==> src/rtl/uart_pkg.sv <==
// Shared UART definitions: the default line settings used by both the transmitter
// and the receiver, and the receiver state encoding.
package uart_pkg;

  // Both ends of the link read these, so they always run at the same rate.
  localparam int UART_CLK_FREQ = 10_000_000;
  localparam int UART_BAUDRATE = 115_200;

  // Width of the receiver bit-period counter; it covers clks_per_bit up to 4095.
  localparam int UART_CNT_W = 12;

  // Receiver FSM states.
  typedef enum logic [2:0] {
    RX_IDLE      = 3'd0,
    RX_START     = 3'd1,
    RX_DATA      = 3'd2,
    RX_STOP      = 3'd3,
    RX_WAIT_HIGH = 3'd4
  } rx_state_e;

endpackage

==> src/rtl/uart_rx_sync.sv <==
// Two-flop synchroniser for one asynchronous input.
// RESET_VAL sets the level both flops take in reset. The default is 1, which is the
// idle level of a UART line, so a reset never looks like a start bit.
module uart_rx_sync #(
  parameter logic RESET_VAL = 1'b1
) (
  input  logic clk,
  input  logic rst,
  input  logic async_in,
  output logic sync_out
);

  logic meta_q, meta_d;
  logic sync_q, sync_d;

  // The first flop may go metastable. The second flop gives it a full cycle to settle.
  always_comb begin
    meta_d = async_in;
    sync_d = meta_q;
  end

  // Both synchroniser stages are registered here.
  always_ff @(posedge clk) begin
    if (rst) begin
      meta_q <= RESET_VAL;
      sync_q <= RESET_VAL;
    end else begin
      meta_q <= meta_d;
      sync_q <= sync_d;
    end
  end

  assign sync_out = sync_q;

endmodule

==> src/rtl/uart_rx.sv <==
// 8N1 UART receiver.
// The line is synchronised, the start bit is confirmed at mid-bit, and the data and
// stop bits are then sampled once per bit period. A good frame gives a one-cycle
// data_valid pulse. A low stop bit gives a one-cycle frame_error pulse, and the FSM
// then waits for the line to return high.
//
// state        | meaning
// -------------+---------------------------------------------------------------
// RX_IDLE      | line idle; waiting for rx_s low
// RX_START     | half a bit after the falling edge; recheck low (glitch reject)
// RX_DATA      | sample 8 data bits LSB first, one per bit period
// RX_STOP      | sample the stop bit; publish the byte or flag a frame error
// RX_WAIT_HIGH | after a framing error or break; hold until the line is high
module uart_rx
  import uart_pkg::*;
#(
  parameter int clk_freq = UART_CLK_FREQ,
  parameter int baudrate = UART_BAUDRATE
) (
  input  logic       clk,
  input  logic       rst,
  input  logic       input_rx,
  output logic [7:0] data_byte,
  output logic       data_valid,
  output logic       frame_error,
  output logic       busy
);

  localparam int clks_per_bit = clk_freq / baudrate;
  localparam int half_bit     = clks_per_bit / 2;

  // Terminal-count values: a period has expired when the counter equals limit-1.
  localparam logic [UART_CNT_W-1:0] BIT_LAST  = UART_CNT_W'(clks_per_bit - 1);
  localparam logic [UART_CNT_W-1:0] HALF_LAST = UART_CNT_W'(half_bit - 1);

  logic rx_s;

  rx_state_e             state_q,       state_d;
  logic [UART_CNT_W-1:0] cnt_q,         cnt_d;
  logic [2:0]            bit_idx_q,     bit_idx_d;
  logic [7:0]            shift_q,       shift_d;
  logic [7:0]            data_byte_q,   data_byte_d;
  logic                  data_valid_q,  data_valid_d;
  logic                  frame_error_q, frame_error_d;

  uart_rx_sync #(
    .RESET_VAL (1'b1)
  ) u_sync (
    .clk      (clk),
    .rst      (rst),
    .async_in (input_rx),
    .sync_out (rx_s)
  );

  // Next-state logic. The counter restarts at 0 on every state entry. Pulses
  // default to 0, so each one is high for exactly one cycle.
  always_comb begin
    state_d       = state_q;
    cnt_d         = cnt_q + UART_CNT_W'(1);
    bit_idx_d     = bit_idx_q;
    shift_d       = shift_q;
    data_byte_d   = data_byte_q;
    data_valid_d  = 1'b0;
    frame_error_d = 1'b0;

    case (state_q)
      RX_IDLE: begin
        cnt_d = '0;
        if (!rx_s) begin
          state_d = RX_START;
        end
      end

      RX_START: begin
        if (cnt_q == HALF_LAST) begin
          cnt_d = '0;
          if (!rx_s) begin
            state_d   = RX_DATA;
            bit_idx_d = 3'd0;
          end else begin
            // The line went high again before mid-bit, so this was a glitch.
            state_d = RX_IDLE;
          end
        end
      end

      RX_DATA: begin
        if (cnt_q == BIT_LAST) begin
          cnt_d            = '0;
          shift_d[bit_idx_q] = rx_s;
          bit_idx_d        = bit_idx_q + 3'd1;
          if (bit_idx_q == 3'd7) begin
            state_d = RX_STOP;
          end
        end
      end

      RX_STOP: begin
        if (cnt_q == BIT_LAST) begin
          cnt_d = '0;
          if (rx_s) begin
            // Return to idle at mid-stop-bit, so a start edge that follows
            // straight after the stop bit is still seen.
            data_byte_d  = shift_q;
            data_valid_d = 1'b1;
            state_d      = RX_IDLE;
          end else begin
            frame_error_d = 1'b1;
            state_d       = RX_WAIT_HIGH;
          end
        end
      end

      RX_WAIT_HIGH: begin
        cnt_d = '0;
        if (rx_s) begin
          state_d = RX_IDLE;
        end
      end

      default: begin
        cnt_d   = '0;
        state_d = RX_IDLE;
      end
    endcase
  end

  // FSM, counter, shift register and registered outputs. A reset during a frame
  // drops the frame and produces no pulse.
  always_ff @(posedge clk) begin
    if (rst) begin
      state_q       <= RX_IDLE;
      cnt_q         <= '0;
      bit_idx_q     <= 3'd0;
      shift_q       <= 8'h00;
      data_byte_q   <= 8'h00;
      data_valid_q  <= 1'b0;
      frame_error_q <= 1'b0;
    end else begin
      state_q       <= state_d;
      cnt_q         <= cnt_d;
      bit_idx_q     <= bit_idx_d;
      shift_q       <= shift_d;
      data_byte_q   <= data_byte_d;
      data_valid_q  <= data_valid_d;
      frame_error_q <= frame_error_d;
    end
  end

  assign data_byte   = data_byte_q;
  assign data_valid  = data_valid_q;
  assign frame_error = frame_error_q;
  assign busy        = (state_q != RX_IDLE);

endmodule
==> config.mk <==
export PLATFORM = sky130hd
export DESIGN_NAME = uart_rx
export DESIGN_NICKNAME = d
export VERILOG_FILES = /design/src/rtl/uart_pkg.sv /design/src/rtl/uart_rx_sync.sv /design/src/rtl/uart_rx.sv
export SDC_FILE = /design/constraint.sdc
export NUM_CORES = 1
export LEC_CHECK = 0
export ABC_CLOCK_PERIOD_IN_PS = 3100
export CAP_MARGIN = 25
export CORE_MARGIN = 2
export CORE_UTILIZATION = 55
export DETAILED_ROUTE_END_ITERATION = 10
export GPL_ROUTABILITY_DRIVEN = 0
export GPL_TIMING_DRIVEN = 0
export HOLD_SLACK_MARGIN = 0.06
export MAX_ROUTING_LAYER = met4
export PLACE_DENSITY = 0.85
export SYNTH_ARGS = -nofsm -noshare
export SYNTH_HDL_FRONTEND = slang
export SYNTH_HIERARCHICAL = 1
export SYNTH_SLANG_ARGS = --single-unit
==> constraint.sdc <==
create_clock -name clk -period 3.1 [get_ports clk]
set_input_delay 0.62 -clock clk [delete_from_list [all_inputs] [get_ports clk]]
set_output_delay 0.62 -clock clk [all_outputs]
set_load 0.01 [all_outputs]
==> results of run 1 <==
==> state kept, by name, indices dropped and copies added, names as in the netlist <==
name             cells
cnt_q               12
data_byte            8
shift_q              8
bit_idx_q            3
state_q              3
data_valid           1
frame_error          1
u_sync/meta_q        1
u_sync/sync_out      1
==> per-layer routing <==
metal	routed length, um	vias to the layer above	global-route usage
met3	141	5	0.04529
met1	1658	698	0.2675
met5	0	-	-
li1	-	773	-
met2	1580	34	0.3084
met4	55	0	0.09167
==> stage by stage <==
stage / cell area [sq um] / setup slack, ns / utilization
final: 2100 / 0.7661 / 0.6392
after global routing: 2100 / 0.6602 / 0.6392
after CTS: 2100 / 0.7561 / 0.6392
after detailed placement: 2052 / 0.5690 / 0.6248
after global placement: 2052 / 0.5878 / 0.6248
after floorplan: 1864 / 1.412 / -
==> report_power, final <==
part / internal, mW / switching [mW]
clock network: 0.0816 / 0.152
logic: 0.0125 / 0.0152
registers: 0.490 / 0.00287
total: 0.584 / 0.170
==> critical path, cell delays in order, from the launching register on <==
cell,delay (ns)
dfxtp_1,0.31
clkbuf_1,0.19
or3_1,0.40
clkdlybuf4s50_1,0.48
==> synthesized netlist by cell type (all sizes together) (6+ instances only) <==
cell | number | share of area
buf | 7 | 0.028
dfxtp | 38 | 0.41
mux2i | 8 | 0.043
nand2 | 10 | 0.020
nand2b | 10 | 0.034
nand3 | 14 | 0.044
nor2 | 22 | 0.044
nor2b | 13 | 0.044
nor3 | 9 | 0.030
o21ai | 17 | 0.046
xnor2 | 6 | 0.028
==> path summary, 6_finish.rpt <==
| check | from | endpoint | slack [ns] | cells past startpoint |
|---|---|---|---|---|
| min | u_sync/meta_q | u_sync/sync_out | 0.42 | 1 |
| max reg2reg | cnt_q[0] | shift_q[6] | 1.23 | 5 |
| max | state_q[2] | busy | 0.77 | 3 |
| min reg2reg | u_sync/meta_q | u_sync/sync_out | 0.42 | 1 |
==> kinds of logic (layout without fill, tap and decap cells) <==
kind of cell / Yosys count / in the layout / share of synthesized area
simple gates: 105 / 105 / 0.3336
flops: 38 / 38 / 0.4081
compound gates: 27 / 27 / 0.08726
buf+inv: 17 / 37 / 0.04765
xor+xnor: 10 / 10 / 0.04698
mux: 8 / 8 / 0.04295
fa+ha+maj: 5 / 5 / 0.03356
==> layout make-up <==
| class | instances | area [sq um] | area share |
|---|---|---|---|
| Multi-Input combinational cell | 155 | 1015 | 0.4833 |
| Clock buffer | 5 | 37.54 | 0.01788 |
| Timing Repair Buffer | 13 | 130.1 | 0.06198 |
| Clock inverter | 2 | 10.01 | 0.004768 |
| Buffer | 12 | 70.07 | 0.03337 |
| Inverter | 5 | 18.77 | 0.008939 |
| Tap cell | 46 | 57.56 | 0.02741 |
| Sequential cell | 38 | 760.7 | 0.3623 |
==> results by group, run 1 <==
Synthesis
  • Number of synthesized register bits: 38
  • Synthesized net count: 218
  • Yosys warnings: 6
  • Ys flop type: dfxtp_1
  • Synthesized area per cell: 8.878 sq um
  • Synth cell types: 45
  • EDFF count, synth: 0
  • Post-Synthesis Cells: 210
  • Asr flop ratio synth: 0
  • Sequential share of the synthesized area: 0.4081
  • Mapped cell area: 0.001864 sq mm

Power and ir drop
  • Total power: 0.7540 mW
  • Peak supply drop: 0.0002000 V
  • Leak: 0.7348 nW
  • Pwr Density: 359.2 mW/mm^2

Clock network
  • H-tree Lvls: 2
  • Post-cts sizing count: 0
  • CTS tree: yes
  • Clock sink count: 38
  • Clock Pin Slew Worst Setup and Hold Paths: 0.10 ns
  • Post-CTS Hold Buffers: 0
  • CTS max path bufs: 2
  • CTS root buffer: clkbuf_4
  • Total CTS buffers: 5
  • Post-CTS setup buffer count: 0
  • Skew-Pair Late Insertion Delay: 0.33 ns

Worst setup path
  • WP data arrival: 1.71 ns
  • CP required: 2.48 ns
  • Endpoint type of the worst setup path: output port
  • Setup crit start kind: flip-flop
  • CP Class: reg2out
  • Crit-path max FO: 9

Cells and area
  • Fill count: 280
  • Finished Layout Cells: 276
  • Layout area overhead: 12.62%
  • Layout cell share with drive strength beyond 1: 0.08696
  • Post-layout nets: 238
  • Commonest cells after routing, fill and taps aside: dfxtp_1 (38), nor2_1 (22), o21ai_0 (17)
  • Commonest non-fill, non-tap cell in the layout: dfxtp_1
  • Antenna cells: 0

Route
  • Drc violations: 0
  • Routed len/inst: 12.45 um
  • Drt via density: 5.471
  • Detailed-route via count: 1510
  • Final wirelength: 3.435 mm
  • Initial DRC count: 78
  • Routed Antenna Nets: 0
  • Drt pass-1 iters: 4

Timing
  • Clock Skew: 0.005126 ns
  • RSZ-0062 raised after global routing: no
  • Final min period: 2.334 ns
  • Endpoints failing setup: 0
  • Fin crit share: 0.7529
  • Hold Fails Final Rpt: 0
  • Count of pins over their slew limit: 0
  • Post-Route Setup TNS: 0 ns
  • Fmax: 428.5 MHz
  • Hold_ws: 0.4168 ns
  • Least-Margin Pin Slew: 0.5064 ns
  • Max-slew headroom: 0.6624

Die
  • Num rows: 21
  • Die X: 62.22 um
  • Io pins: 14
  • Die ar.: 0.003871 sq mm
  • Core area: 0.003284 sq mm
  • Die Ht: 62.22 um
  • Starting Density: 0.5676

Global route
  • Remaining global-route overflow: 0
  • Pin count of the biggest net entering global routing: 12
  • First-pass GRT wire length: 6.313 mm
  • GRT Overall Usage: 0.2056
  • Initial antenna violation count: 0
  • Number of global-route vias before repair: 1456

Run status
  • Status: complete, no violations

Worst hold path
  • HP Class: reg2reg

Placed design
  • Placed cells: 269
  • Port Buffers: 13
  • Hpwl dp: 2.422 mm

Run
  • Max Cap Viol: 0
Note: power is estimated with default switching activity, not from simulation.
==> inputs of run 2 (changes only) <==
Settings changed: ABC_CLOCK_PERIOD_IN_PS 3100 to 2000, CORE_UTILIZATION 55 to 52, PLACE_DENSITY 0.85 to 0.84.
Clock period 3.1 ns to 2 ns, I/O delays scaled along.
==> run 2 against run 1 <==
Against the previous run:
- largest power group unchanged
- flip-flop and latch count is the same
- cell count is the same
- core utilization shrank 1.5 points
==> results by group, run 2 (synthesized netlist as in run 1, its figures left out) <==
Timing
  • Least-Margin Pin Slew: 0.4143 ns (-0.09212 ns)
  • Count of pins over their slew limit: 0 (unchanged)
  • Fin crit share: 0.9581
  • Post-Route Setup TNS: 0 ns (unchanged)
  • Hold_ws: 0.4195 ns (+0.002691 ns)
  • RSZ-0062 raised after global routing: no
  • Max-slew headroom: 0.7226 (+0.06020)
  • Final min period: 1.916 ns
  • Endpoints failing setup: 0 (unchanged)
  • Hold Fails Final Rpt: 0 (unchanged)
  • Fmax: 521.8 MHz
  • Clock Skew: 0.007884 ns (+0.002758 ns)

Clock network
  • Clock sink count: 38 (unchanged)
  • Total CTS buffers: 5 (unchanged)
  • Clock Pin Slew Worst Setup and Hold Paths: 0.10 ns (about the same)
  • CTS tree: yes
  • Post-CTS Hold Buffers: 0 (unchanged)
  • CTS max path bufs: 2 (unchanged)
  • H-tree Lvls: 2 (unchanged)
  • Skew-Pair Late Insertion Delay: 0.35 ns (+0.02 ns)
  • CTS root buffer: clkbuf_4

Worst setup path
  • CP Cell Sequence: buf_2, or3_1, dlygate4sd2_1
  • R2r setup slk: 0.17 ns (-1.06 ns)
  • CP Class: reg2out
  • WP buf/inv: 2 (unchanged)
  • Endpoint type of the worst setup path: output port
  • WP data arrival: 1.52 ns (-0.19 ns)
  • CP max-delay cell: or3_1
  • CP required: 1.60 ns (-0.88 ns)
  • CP top delay family: buffers and inverters
  • Crit-path max FO: 10 (+1)
  • CP max stage delay: 0.36 ns (-0.12 ns)
  • Setup crit start kind: flip-flop

Worst hold path
  • HP Class: reg2reg

Route
  • Detailed-route via count: 1501 (-0.60%)
  • Final wirelength: 3.452 mm (+0.49%)
  • Drt pass-1 iters: 5 (+1)
  • Drt via density: 5.438 (-0.60%)
  • Routed Antenna Nets: 0 (unchanged)
  • Routed len/inst: 12.51 um (+0.49%)
  • Drc violations: 0 (unchanged)
  • Initial DRC count: 62 (-21%)

Power and ir drop
  • Internal power: 0.9493 mW (+62%)
  • Gate power share: 0.035 (-0.002)
  • Peak supply drop: 0.0004591 V (+130%)
  • Net switching power: 0.2705 mW (+59%)
  • Clk pwr share: 0.339 (+0.030)
  • Pwr Density: 576.9 mW/mm^2 (+61%)
  • Leak: 0.7452 nW (+1.4%)
  • Switching part of the total: 0.2217 (-0.003256)
  • Sequential group share of total power: 0.626 (-0.028)

Cells and area
  • Commonest non-fill, non-tap cell in the layout: dfxtp_1
  • Antenna cells: 0 (unchanged)
  • Layout area overhead: 13.42%
  • Most flops, register: cnt_q
  • Design area: 0.002115 sq mm (+0.72%)
  • Layout cell share with drive strength beyond 1: 0.09565 (+0.008696)
  • Max reg flops: 12 (unchanged)
  • Post-layout nets: 237 (-0.42%)
  • Final core utilization: 0.6238 (-0.01539)
  • Commonest cells after routing, fill and taps aside: dfxtp_1 (38), nor2_1 (22), o21ai_0 (17)

Global route
  • Most used routing layer: met2
  • Met3 GRT Util: 0.02993 (-0.01536)
  • Number of global-route vias before repair: 1429 (-1.9%)
  • GRT Overall Usage: 0.2045 (-0.001100)
  • M2 GR Usage: 0.3060 (-0.002434)
  • Pin count of the biggest net entering global routing: 12 (unchanged)
  • Initial antenna violation count: 0 (unchanged)
  • Remaining global-route overflow: 0 (unchanged)
  • First-pass GRT wire length: 6.472 mm (+2.5%)
  • Met1 Use GR: 0.2720 (+0.004509)

Die
  • Die Ht: 63.88 um (+2.7%)
  • Io pins: 14 (unchanged)
  • Die ar.: 0.004080 sq mm (+5.4%)
  • Die X: 63.88 um (+2.7%)
  • Core area: 0.003390 sq mm (+3.2%)
  • Starting Density: 0.5500 (-0.01760)
  • Num rows: 21 (unchanged)

Run
  • Max Cap Viol: 0 (unchanged)

Placed design
  • Hpwl dp: 2.412 mm (-0.40%)
  • Placed Area: 0.002052 sq mm (unchanged)
  • Port Buffers: 13 (unchanged)

Run status
  • Status: complete, no violations
==> run 2: per-layer routing <==
layer,wire length [um],part of all wire,vias up
met4,81,0.023,0
li1,-,-,772
met2,1494,0.43,29
met3,128,0.037,8
met5,0,0,-
met1,1747,0.51,692
==> run 2: final cells by class <==
cell class | instances | area, sq um
Multi-Input combinational cell | 155 | 1021
Inverter | 5 | 18.77
Tap cell | 46 | 57.56
Fill cell | 304 | 1275
Buffer | 11 | 67.56
Clock inverter | 1 | 5.005
Clock buffer | 7 | 55.05
Timing Repair Buffer | 13 | 128.9
Sequential cell | 38 | 760.7
==> run 2: what timing repair did <==
item,4_1_cts,5_1_grt
endpoints found under the setup margin,1,11
hold endpoints to repair,0,0
resized for setup,1,3
setup buffers,0,0
==> run 2: power by group through the flow <==
stage                     combinational (mW)  clock (mW)  sequential, mW
after global routing                  0.0481       0.450           0.765
after detailed placement              0.0434           0           0.781
final                                 0.0428       0.413           0.764
after global placement                0.0426           0           0.781
after CTS                             0.0428       0.424           0.764
after floorplan                       0.0292           0           0.780
==> run 2: final timing paths <==
path | from | end | cells after the start
max | state_q[0] | busy | 3
min | u_sync/meta_q | u_sync/sync_out | 1
max reg2reg | cnt_q[0] | cnt_q[9] | 6
min reg2reg | u_sync/meta_q | u_sync/sync_out | 1
==> run 2: through the flow <==
| step | worst slack (ns) | cells | power [mW] |
|---|---|---|---|
| after global routing | 0.02158 | 276 | 1.263 |
| after global placement | -0.3117 | 269 | 0.8237 |
| final | 0.08374 | 276 | 1.220 |
| after detailed placement | -0.3094 | 269 | 0.8248 |
| after CTS | 0.04820 | 276 | 1.231 |
| after floorplan | 0.3564 | 210 | 0.8097 |
==> inputs of run 3 (changes only) <==
Settings changed: CTS_CLUSTER_DIAMETER set to 200, TNS_END_PERCENT set to 100.
==> results of run 3 <==
Same layout as run 2: the final DEF is identical, and so are final timing and power.
